--- src/rtl/rggen_axi4lite_responder.sv ---
// AXI4-Lite responder that forwards one transaction at a time onto the rggen register bus
// and returns the register block's status/read data as the B or R response.
module rggen_axi4lite_responder #(
   parameter int WRITE_FIRST = 1,
   parameter int ADDR_WIDTH  = 16,
   parameter int DATA_WIDTH  = 32
) (
   input  logic                      i_clk,
   input  logic                      i_rst_n,
   input  logic                      axi_awvalid_i,
   output logic                      axi_awready_o,
   input  logic [ADDR_WIDTH-1:0]     axi_awaddr_i,
   input  logic [2:0]                axi_awprot_i,
   input  logic                      axi_wvalid_i,
   output logic                      axi_wready_o,
   input  logic [DATA_WIDTH-1:0]     axi_wdata_i,
   input  logic [DATA_WIDTH/8-1:0]   axi_wstrb_i,
   output logic                      axi_bvalid_o,
   input  logic                      axi_bready_i,
   output logic [1:0]                axi_bresp_o,
   input  logic                      axi_arvalid_i,
   output logic                      axi_arready_o,
   input  logic [ADDR_WIDTH-1:0]     axi_araddr_i,
   input  logic [2:0]                axi_arprot_i,
   output logic                      axi_rvalid_o,
   input  logic                      axi_rready_i,
   output logic [DATA_WIDTH-1:0]     axi_rdata_o,
   output logic [1:0]                axi_rresp_o,
   output logic                      bus_valid_o,
   output logic [ADDR_WIDTH-1:0]     bus_address_o,
   output logic                      bus_write_o,
   output logic [DATA_WIDTH-1:0]     bus_write_data_o,
   output logic [DATA_WIDTH/8-1:0]   bus_strobe_o,
   input  logic                      bus_ready_i,
   input  logic [1:0]                bus_status_i,
   input  logic [DATA_WIDTH-1:0]     bus_read_data_i
);
   localparam int STRB_WIDTH = DATA_WIDTH / 8;

   typedef enum logic [1:0] {
      ST_IDLE       = 2'd0,
      ST_BUS_ACCESS = 2'd1,
      ST_RESPONSE   = 2'd2
   } state_e;

   state_e                 state_q, state_d;
   logic [ADDR_WIDTH-1:0]  addr_q, addr_d;
   logic                   write_q, write_d;
   logic [DATA_WIDTH-1:0]  wdata_q, wdata_d;
   logic [STRB_WIDTH-1:0]  strobe_q, strobe_d;
   logic [1:0]             status_q, status_d;
   logic [DATA_WIDTH-1:0]  rdata_q, rdata_d;
   logic                   write_req_s;
   logic                   read_req_s;
   logic                   accept_write_s;
   logic                   accept_read_s;
   logic                   resp_done_s;
   logic                   unused_prot_s;

   // Protection attributes carry no meaning for the register block.
   assign unused_prot_s = ^{axi_awprot_i, axi_arprot_i};

   // A write needs AW and W together; ties are broken by WRITE_FIRST, gated off during reset.
   always_comb begin
      write_req_s    = axi_awvalid_i & axi_wvalid_i;
      read_req_s     = axi_arvalid_i;
      accept_write_s = 1'b0;
      accept_read_s  = 1'b0;
      if (i_rst_n && (state_q == ST_IDLE)) begin
         if (WRITE_FIRST != 0) begin
            accept_write_s = write_req_s;
            accept_read_s  = read_req_s & ~write_req_s;
         end else begin
            accept_read_s  = read_req_s;
            accept_write_s = write_req_s & ~read_req_s;
         end
      end else begin
         accept_write_s = 1'b0;
         accept_read_s  = 1'b0;
      end
      resp_done_s = (state_q == ST_RESPONSE) &&
                    (write_q ? axi_bready_i : axi_rready_i);
   end

   always_comb begin
      state_d = state_q;
      case (state_q)
         ST_IDLE: begin
            if (accept_write_s || accept_read_s) state_d = ST_BUS_ACCESS;
            else                                 state_d = ST_IDLE;
         end
         ST_BUS_ACCESS: begin
            if (bus_ready_i) state_d = ST_RESPONSE;
            else             state_d = ST_BUS_ACCESS;
         end
         ST_RESPONSE: begin
            if (resp_done_s) state_d = ST_IDLE;
            else             state_d = ST_RESPONSE;
         end
         default: state_d = ST_IDLE;
      endcase
   end

   // Reads present all-ones strobe and zero write data so the register bus sees a clean request.
   always_comb begin
      addr_d   = addr_q;
      write_d  = write_q;
      wdata_d  = wdata_q;
      strobe_d = strobe_q;
      status_d = status_q;
      rdata_d  = rdata_q;
      if (accept_write_s) begin
         addr_d   = axi_awaddr_i;
         write_d  = 1'b1;
         wdata_d  = axi_wdata_i;
         strobe_d = axi_wstrb_i;
      end else if (accept_read_s) begin
         addr_d   = axi_araddr_i;
         write_d  = 1'b0;
         wdata_d  = {DATA_WIDTH{1'b0}};
         strobe_d = {STRB_WIDTH{1'b1}};
      end else begin
         addr_d   = addr_q;
         write_d  = write_q;
      end
      if ((state_q == ST_BUS_ACCESS) && bus_ready_i) begin
         status_d = bus_status_i;
         rdata_d  = bus_read_data_i;
      end else begin
         status_d = status_q;
         rdata_d  = rdata_q;
      end
   end

   always_ff @(posedge i_clk) begin
      if (!i_rst_n) begin
         state_q  <= ST_IDLE;
         addr_q   <= {ADDR_WIDTH{1'b0}};
         write_q  <= 1'b0;
         wdata_q  <= {DATA_WIDTH{1'b0}};
         strobe_q <= {STRB_WIDTH{1'b0}};
         status_q <= 2'd0;
         rdata_q  <= {DATA_WIDTH{1'b0}};
      end else begin
         state_q  <= state_d;
         addr_q   <= addr_d;
         write_q  <= write_d;
         wdata_q  <= wdata_d;
         strobe_q <= strobe_d;
         status_q <= status_d;
         rdata_q  <= rdata_d;
      end
   end

   always_comb begin
      axi_awready_o    = accept_write_s;
      axi_wready_o     = accept_write_s;
      axi_arready_o    = accept_read_s;
      axi_bvalid_o     = (state_q == ST_RESPONSE) &&  write_q;
      axi_rvalid_o     = (state_q == ST_RESPONSE) && !write_q;
      axi_bresp_o      = status_q;
      axi_rresp_o      = status_q;
      axi_rdata_o      = rdata_q;
      bus_valid_o      = (state_q == ST_BUS_ACCESS);
      bus_address_o    = addr_q;
      bus_write_o      = write_q;
      bus_write_data_o = wdata_q;
      bus_strobe_o     = strobe_q;
   end

endmodule
--- config.mk ---
export PLATFORM = sky130hd
export DESIGN_NAME = rggen_axi4lite_responder
export DESIGN_NICKNAME = d
export VERILOG_FILES = /design/src/rtl/rggen_axi4lite_responder.sv
export SDC_FILE = /design/constraint.sdc
export NUM_CORES = 1
export LEC_CHECK = 0
export CORE_MARGIN = 10
export CORE_UTILIZATION = 37
export DETAILED_ROUTE_END_ITERATION = 12
export MAX_ROUTING_LAYER = met4
export PLACE_DENSITY = 0.78
export SLEW_MARGIN = 5
export SYNTH_ARGS = -nofsm -noshare
export SYNTH_HDL_FRONTEND = slang
export SYNTH_SLANG_ARGS = --single-unit
--- constraint.sdc ---
create_clock -name i_clk -period 1.87 [get_ports i_clk]
set_input_delay 0.187 -clock i_clk [delete_from_list [all_inputs] [get_ports i_clk]]
set_output_delay 0.187 -clock i_clk [all_outputs]
set_load 0.01 [all_outputs]
==> results.py <==
metrics = {
    "yosys": {
        "ys_seq_elements": 89,
        "synth_ff_type": "dfxtp_1",
        "async_flop_share_pct": 0,
        "synth_edf_count": 0,
        "ys_warn_count": 0,
        "syn_nets": 447,
        "postSynthCellCount": 331,
        "syn_area_um2": 3418,
        "synth_cell_types": 28,
        "syn_avg_cell_area_um2": 10.33,
        "ys_seq_area_share_pct": 52.12,
    },
    "timing": {
        "report.final.hold_viol_count": 0,
        "period_minus_slack_ns": 1.799,
        "finalCritPeriodShare_pct": 96.22,
        "setup_violations": 0,
        "drv_slew": 0,
        "rsz0062_at_grt": "false",
        "maxClockFrequency_mhz": 555.8,
        "clock_skew_ns": 0.008150,
        "fin_hold_ws_ns": 0.3954,
        "setup_tns_ns": 0,
        "tightest_slew_ns": 0.5233,
        "relSlewSlack_pct": 65.11,
    },
    "clock_tree": {
        "worstSkewPairLatency_ns": 0.34,
        "clkTransAtPathRegs_ns": 0.09,
        "postCtsHoldBufs": 0,
        "htreeDepth": 3,
        "clock-sinks": 89,
        "cts_tree": "yes",
        "cts_buffers": 9,
        "cts_setup_buffers": 0,
        "cts_buffer_depth": 2,
        "clockRootBuffer": "clkbuf_8",
    },
    "hold_path": {
        "holdPathStages": 3,
        "min_from": "bus_read_data_i[7]",
        "hold_path.class": "in -> reg",
    },
    "final_layout": {
        "drive_gt1_share_pct": 15.58,
        "syn_to_final_growth_pct": 69.44,
        "diodes": 0,
        "nets": 650,
        "final_util_pct": 63.59,
    },
    "setup_path": {
        "cp.arrival_ns": 1.61,
        "required_ns": 1.68,
        "cp-startpoint": "state_q[1]",
        "worstSetupEndpointType": "primary output",
        "r2r-start": "state_q[1]",
        "path_max_fanout": 4,
        "crit_type": "reg -> out",
        "reg2reg_depth": 5,
        "startpoint_type": "register",
    },
    "drt": {
        "drtAntennaViolNets": 0,
        "vias_per_cell": 4.883,
        "drt_wl_total_mm": 11.85,
        "drt_iter0_drc": 114,
        "firstDrtPassIters": 4,
        "routed-via-count": 3174,
        "wl_per_cell_um": 18.23,
        "drc": 0,
    },
    "global_route": {
        "grt-ovfl-total": 0,
        "antenna_found_initial": 0,
        "grt_pass1_vias": 3365,
        "grtUsageTotal_pct": 17.30,
        "grt_pass1_wl_mm": 17.97,
        "grt_max_degree": 59,
    },
    "die": {
        "rows": 35,
        "ios": 211,
        "die_x_um": 116.1,
        "start_util_pct": 37.53,
        "die-area_um2": 13480,
        "coreArea_um2": 9109,
        "fp.dieH_um": 116.1,
    },
    "pwr": {
        "powerDensity_nw_per_um2": 735.8,
        "ir_drop_mv": 0.5686,
        "report.power.total_mw": 4.262,
        "leakage_nw": 2.169,
    },
    "placement": {
        "gp_congestion": 0.7201,
        "port_buffers": 204,
        "dp_hpwl_mm": 9.141,
    },
    "run_status": {
        "status": "completed",
    },
    "job": {
        "max-cap-violations": 0,
    },
}
[area by class of cell]
cell class              instances  area (um^2)
fillers                       759         3317
repair buffers                222         2196
flip-flops and latches         89         1782
multi-input cells             211         1471
well taps                     111        138.9
clock buffers                  10        127.6
clock inverters                 6        67.56
inverters                       1        8.758
[cells by family after synthesis]
kind of cell | after synthesis | synth area share [%]
buffers and inverters | 31 | 5.088
muxes | 16 | 5.271
and+or+nand+nor | 103 | 13.73
AOI/OAI and AO/OA | 92 | 23.79
DFF | 89 | 52.12
[registers in the layout, summed over array words and instances, names as in the netlist]
| register | flops |
|---|---|
| bus_write_data_o | 32 |
| axi_rdata_o | 32 |
| bus_address_o | 16 |
| axi_bresp_o | 2 |
| state_q | 2 |
| bus_write_o | 1 |
| bus_strobe_o | 4 |
[critical path: stages, from the launching register on]
cell	delay (ns)
dfxtp_1	0.32
or3b_4	0.40
or2_4	0.27
inv_6	0.07
clkdlybuf4s15_2	0.22
[synthesized netlist by cell type (2+ instances only)]
master,count,area [um^2]
and3b_1,2,17.52
clkbuf_1,19,71.32
buf_2,3,15.01
nor2_1,3,11.26
buf_6,5,56.30
a22o_1,26,227.7
o221a_2,20,225.2
nand2_1,72,270.3
a21boi_0,35,262.8
dfxtp_1,89,1782
nor2b_1,2,12.51
buf_4,3,22.52
mux2_2,16,180.2
nand2b_1,16,100.1
a22o_2,6,60.06
nor3_1,2,10.01
[power by group]
group	switching (mW)	internal [mW]
Sequential	0.0561	2.00
Combinational	0.330	0.552
Clock	0.697	0.624
Total	1.08	3.18
[cells in the final DEF (no fill, tap or decap), drive strengths merged, types with 2 or more instances in the layout]
master         count
clkdlybuf4s50    198
dfxtp             89
nand2             72
a21boi            36
a22o              32
o221a             20
buf               19
nand2b            16
mux2              16
clkbuf            11
nor2               3
inv                2
and3b              2
nor3               2
clkinvlp           2
clkdlybuf4s15      2
nor2b              2
clkinv             2
[through the flow]
| step | instances | area (um^2) | setup WS, ns |
|---|---|---|---|
| 2_1_floorplan | 331 | 3418 | 0.1588 |
| 3_3_place_gp | 634 | 5593 | 0.02609 |
| 3_5_place_dp | 634 | 5593 | 0.005486 |
| 4_1_cts | 650 | 5788 | 0.0006164 |
| 5_1_grt | 650 | 5792 | 0.004066 |
| 6_report | 650 | 5792 | 0.07069 |
[repair_timing]
| item | in CTS | in global routing |
|---|---|---|
| endpoints found under the setup margin | 4 | 18 |
| gates resized for setup | 8 | 5 |
| endpoints found under the hold margin | 0 | 0 |
| pin swaps | 0 | 1 |
[worst paths after layout]
check	endpoint	slack [ns]
hold reg to reg	axi_rdata_o[1]	0.47
setup reg to reg	bus_address_o[4]	0.20
setup / recovery	axi_awready_o	0.07
hold / removal	axi_rdata_o[7]	0.40
[per-layer routing]
metal / track usage [%] / routed length [um]
met5: - / 0
met4: 4.087 / 165
met3: 5.804 / 808
met2: 29.54 / 6040
met1: 19.13 / 4836
No activity file was read; power rests on OpenSTA's default activity.
==> RTL edit 1 (same flow settings) <==
`WRITE_FIRST`: 1 -> 0.
--- a/src/rtl/rggen_axi4lite_responder.sv
+++ b/src/rtl/rggen_axi4lite_responder.sv
@@ -1,7 +1,7 @@
 // AXI4-Lite responder that forwards one transaction at a time onto the rggen register bus
 // and returns the register block's status/read data as the B or R response.
 module rggen_axi4lite_responder #(
-   parameter int WRITE_FIRST = 1,
+   parameter int WRITE_FIRST = 0,
    parameter int ADDR_WIDTH  = 16,
    parameter int DATA_WIDTH  = 32
 ) (
Function: changed (a bounded check fails within 4 cycles, from zero or initial values and one cycle with i_rst_n low).
==> RTL edit 1 against the original RTL <==
Via count down 2.9%. Wire length down 5.5%. Setup slack better by 0.048 ns. Final area down 2.3%. Synthesized area down 5.2%. Power down 1.4%. Global-route usage down 0.40 points. Count of clock-buffer cells in the layout up 1. Sequential cell count unchanged. Sequential power down 2%. Register-to-register slack better by 0.22 ns.
==> RTL edit 1: results (changes against the original RTL) <==
met2 routed wirelength=5550 um (was 6040 um); Post-Synth XOR/XNOR Area=0 (unchanged); first-pass GRT wire length=17,200 um (was 18,000 um); clk cell area share=0.0403 (was 0.0337); Seq area share=0.315 (was 0.308); via count=3,083 (was 3,174); non-clock inverter count=0 (was 1); Internal=3.24 mW (was 3.18 mW); Arrival @ worst endpoint=1.56 ns (was 1.61 ns); gr usage total=0.169 (was 0.173); vias in the first global route=3,200 (was 3,365); multiplexer share of the synthesized area=0.00309 (was 0.0527); top area cells in the synthesized netlist=dfxtp_1 55%, a22o_1 8.6%, a21boi_0 8.3%, nand2_1 8.2%, o221a_2 6.9% (was dfxtp_1 52%, nand2_1 7.9%, a21boi_0 7.7%, a22o_1 6.7%, o221a_2 6.6%); DRT iter0 DRCs=154 (was 114); pre-CTS setup slack=-0.101 ns (was 0.00549 ns); Inst Count DP=607 (was 634); Multi-In Gates=192 (was 211); fill count=702 (was 759); Clk. pwr=1.47 mW (was 1.32 mW); CTS H-tree depth=3 (unchanged); status=complete, no violations (unchanged); core region area=8640 um^2 (was 9110 um^2); Worst slew margin=0.735 (was 0.651); peak supply drop=0.000413 V (was 0.000569 V); # clk buffers=11 (was 10); M1 WL=4480 um (was 4840 um); post-synthesis sequential area ratio=0.550 (was 0.521); most frequent cells after synthesis=89 x dfxtp_1, 71 x nand2_1, 36 x a21boi_0 (was 89 x dfxtp_1, 72 x nand2_1, 35 x a21boi_0); share of cells above drive strength 1=0.103 (was 0.156); LEAKAGE=2.14 nW (was 2.17 nW); Comb power=0.715 mW (was 0.882 mW); Worst path max stage delay=0.55 ns (was 0.40 ns); DP Area=5420 um^2 (was 5590 um^2); met3 WL=1020 um (was 808 um); GR Layer Usage met3=0.0593 (was 0.0580); utilization after layout=0.655 (was 0.636); detailed placement HPWL=8710 um (was 9140 um); number of library cell types mapped by synthesis=22 (was 28); grt met2 use=0.283 (was 0.295); Final nets=626 (was 650); Synth Area per Inst=10.4 um^2 (was 10.3 um^2); post-CTS resize count=3 (was 8); Via density=4.95 (was 4.88); syn_nets=427 (was 447); WL per Instance=18.0 um (was 18.2 um); slowest CP cell=clkdlybuf4s50_1 (was or3b_4); multi-input logic area=1300 um^2 (was 1470 um^2); Fin Clk Skew=0.0135 ns (was 0.00815 ns)
-- RTL edit 1: changes by cell type in the layout (fill, tap and decap cells not counted), sizes merged, moves of 3 or more --
cell and delta:
and3 +3, buf -4, nand2b -16, mux2 -16, o21a +15
-- RTL edit 1: worst max-delay path: cells and delay by family, from the launching register on --
kind,cells,cell delay (ns)
flip-flops,1,0.32
buffers and inverters,2,0.71
AND/OR/NAND/NOR,1,0.20
-- RTL edit 1: final timing paths --
check | from | end | slack, ns | cells past startpoint
worst max-delay path | state_q[0] | axi_bvalid_o | 0.12 | 3
worst min-delay path | i_rst_n | bus_address_o[5] | 0.32 | 3
worst max register to register | state_q[1] | bus_address_o[1] | 0.42 | 5
worst min register to register | axi_rdata_o[4] | axi_rdata_o[4] | 0.46 | 2
-- RTL edit 1: cell families after synthesis --
| group | count (synthesis) |
|---|---|
| mux | 1 |
| simple gates | 84 |
| buf+inv | 30 |
| flops | 89 |
| compound gates | 107 |
==> RTL edit 2 (same flow settings) <==
Made on the original files. Re-encode `state_e` (3 states) as one-hot, 3 bits wide.
--- a/src/rtl/rggen_axi4lite_responder.sv
+++ b/src/rtl/rggen_axi4lite_responder.sv
@@ -37,10 +37,10 @@
 );
    localparam int STRB_WIDTH = DATA_WIDTH / 8;
 
-   typedef enum logic [1:0] {
-      ST_IDLE       = 2'd0,
-      ST_BUS_ACCESS = 2'd1,
-      ST_RESPONSE   = 2'd2
+   typedef enum logic [2:0] {
+      ST_IDLE       = 3'b001,
+      ST_BUS_ACCESS = 3'b010,
+      ST_RESPONSE   = 3'b100
    } state_e;
 
    state_e                 state_q, state_d;
Behaviour: no difference found for any inputs over 10 cycles, from zero or initial values and one cycle with i_rst_n low; not proved beyond that.
==> RTL edit 2 against the original RTL <==
Synthesized cell count increased by 31%. Combinational power is 6.1% lower. Synthesized area up 11%. Setup slack better by 0.099 ns. Clock skew grew 0.0018 ns. Power down 1.6%. Wire length rose by 11%. Sequential share of layout area is 1.4 points lower. Sequential cell count is 1 higher. Non-clock buffer count increased by 2. Global-route usage grew 0.28 points. Final area rose by 6.1%. Register-to-register slack improved by 0.10 ns.
==> RTL edit 2: results (changes against the original RTL) <==
WHS Endpoint=axi_bresp_o[0] (was axi_rdata_o[7]); Via density=5.13 (was 4.88); top area cells in the synthesized netlist=dfxtp_1 47%, nand2_1 8.6%, a21boi_1 8.3%, a21boi_0 7.9%, o221a_2 5.6% (was dfxtp_1 52%, nand2_1 7.9%, a21boi_0 7.7%, a22o_1 6.7%, o221a_2 6.6%); WL per Instance=17.4 um (was 18.2 um); Fin Clk Skew=0.00994 ns (was 0.00815 ns); largest net degree at the start of global routing=61 (was 59); DRT iter0 DRCs=274 (was 114); initial antenna violation count=0 (unchanged); vias in the first global route=3,972 (was 3,365); post-synthesis sequential area ratio=0.474 (was 0.521); Root Buffer=clkbuf_8 (unchanged); CTS H-tree depth=3 (unchanged); slowest CP cell=and4bb_2 (was or3b_4); routability cong.=0.804 (was 0.720); Worst Hold Launch=i_rst_n (was bus_read_data_i[7]); peak supply drop=0.000386 V (was 0.000569 V); Setup Buffers After CTS=0 (unchanged); number of port buffers=204 (unchanged); Arrival @ worst endpoint=1.51 ns (was 1.61 ns); worst r2r path cells=4 (was 5); reg2reg end=bus_address_o[14] (was bus_address_o[4]); Worst path max stage delay=0.35 ns (was 0.40 ns); LEAKAGE=2.16 nW (was 2.17 nW); most frequent cells after synthesis=90 x dfxtp_1, 87 x nand2_1, 42 x a21boi_1 (was 89 x dfxtp_1, 72 x nand2_1, 35 x a21boi_0); CP startpoint kind=flip-flop (unchanged); first-pass GRT wire length=20,500 um (was 18,000 um); Worst-path clk slew=around 0.10 ns; Inst Count DP=742 (was 634); gr usage total=0.176 (was 0.173); synthesis warning total=0 (unchanged); Worst slew margin=0.613 (was 0.651); status=complete, no violations (unchanged); Post-Synth XOR/XNOR Area=0 (unchanged); share of cells above drive strength 1=0.0960 (was 0.156); FF-to-FF Start=state_q[2] (was state_q[1]); syn_nets=549 (was 447); via count=3,888 (was 3,174); Fin Hold WS=0.351 ns (was 0.395 ns); HP Class=in -> reg (unchanged); detailed placement HPWL=9600 um (was 9140 um); multiplexer share of the synthesized area=0.00296 (was 0.0527); post-synthesis compound-gate area fraction=0.296 (was 0.238); Post-Synth Adder-Cell Area=0 (unchanged); final hold viol count=0 (unchanged); pre-CTS setup slack=0.0560 ns (was 0.00549 ns); TritonRoute pass-1 iters=5 (was 4); number of library cell types mapped by synthesis=31 (was 28); Post-synth ARST share=0 (unchanged); hold depth=3 (unchanged); max cap viols=0 (unchanged); Gate Count Post-Synth=433 (was 331); Worst R2R Setup Slack=0.30 ns (was 0.20 ns); DP Area=5960 um^2 (was 5590 um^2); largest family of logic cells by synthesized area=compound AO/OA/AOI/OAI gates (unchanged); CTS buffer count=9 (unchanged)
==> RTL edit 2: cell count changes in the layout (fill, tap and decap cells not counted), moves of 16 or more <==
| cell | delta |
|---|---|
| o21ai_0 | +33 |
| a21oi_1 | +16 |
| nand3_1 | +32 |
| a21boi_1 | +42 |
| a22o_1 | -26 |
==> RTL edit 2: what timing repair did <==
item	CTS	global route
gates cloned	0	0
setup endpoints to repair	5	1
pin swaps	0	0
hold endpoints to repair	0	0
gates resized for setup	5	1
==> RTL edit 2: per-layer routing <==
metal  up-vias  global-route usage  wire (um)
met3        22              0.0591       1210
met1      1831               0.199       5630
met2       148               0.285       6120
met4         0              0.0611        227
li1       1887                   -          -
met5         -                   -          0
==> RTL edit 2: layout make-up <==
| type | instances | area [um^2] |
|---|---|---|
| Clock buffer | 10 | 128 |
| Multi-Input combinational cell | 294 | 1770 |
| Inverter | 1 | 3.75 |
| Clock inverter | 6 | 66.3 |
| Fill cell | 872 | 3760 |
| Tap cell | 133 | 166 |
| Timing Repair Buffer | 224 | 2210 |
| Sequential cell | 90 | 1800 |
==> RTL edit 2: report_power, final <==
group	switching (mW)	leakage (nW)	internal, mW	total [mW]
logic	0.351	1.35	0.477	0.828
registers	0.0380	0.730	1.99	2.03
clock network	0.713	0.0889	0.621	1.33
==> RTL edit 2: worst max path at each step <==
stage	start	to	slack [ns]	cells past startpoint
2_1_floorplan	state_q[2]	axi_wready_o	0.57	5
3_3_place_gp	axi_wvalid_i	axi_wready_o	0.1	5
3_5_place_dp	axi_awvalid_i	axi_wready_o	0.06	5
4_1_cts	state_q[0]	bus_valid_o	0.04	3
5_1_grt	state_q[2]	axi_arready_o	0.08	4
6_report	state_q[2]	axi_wready_o	0.17	4
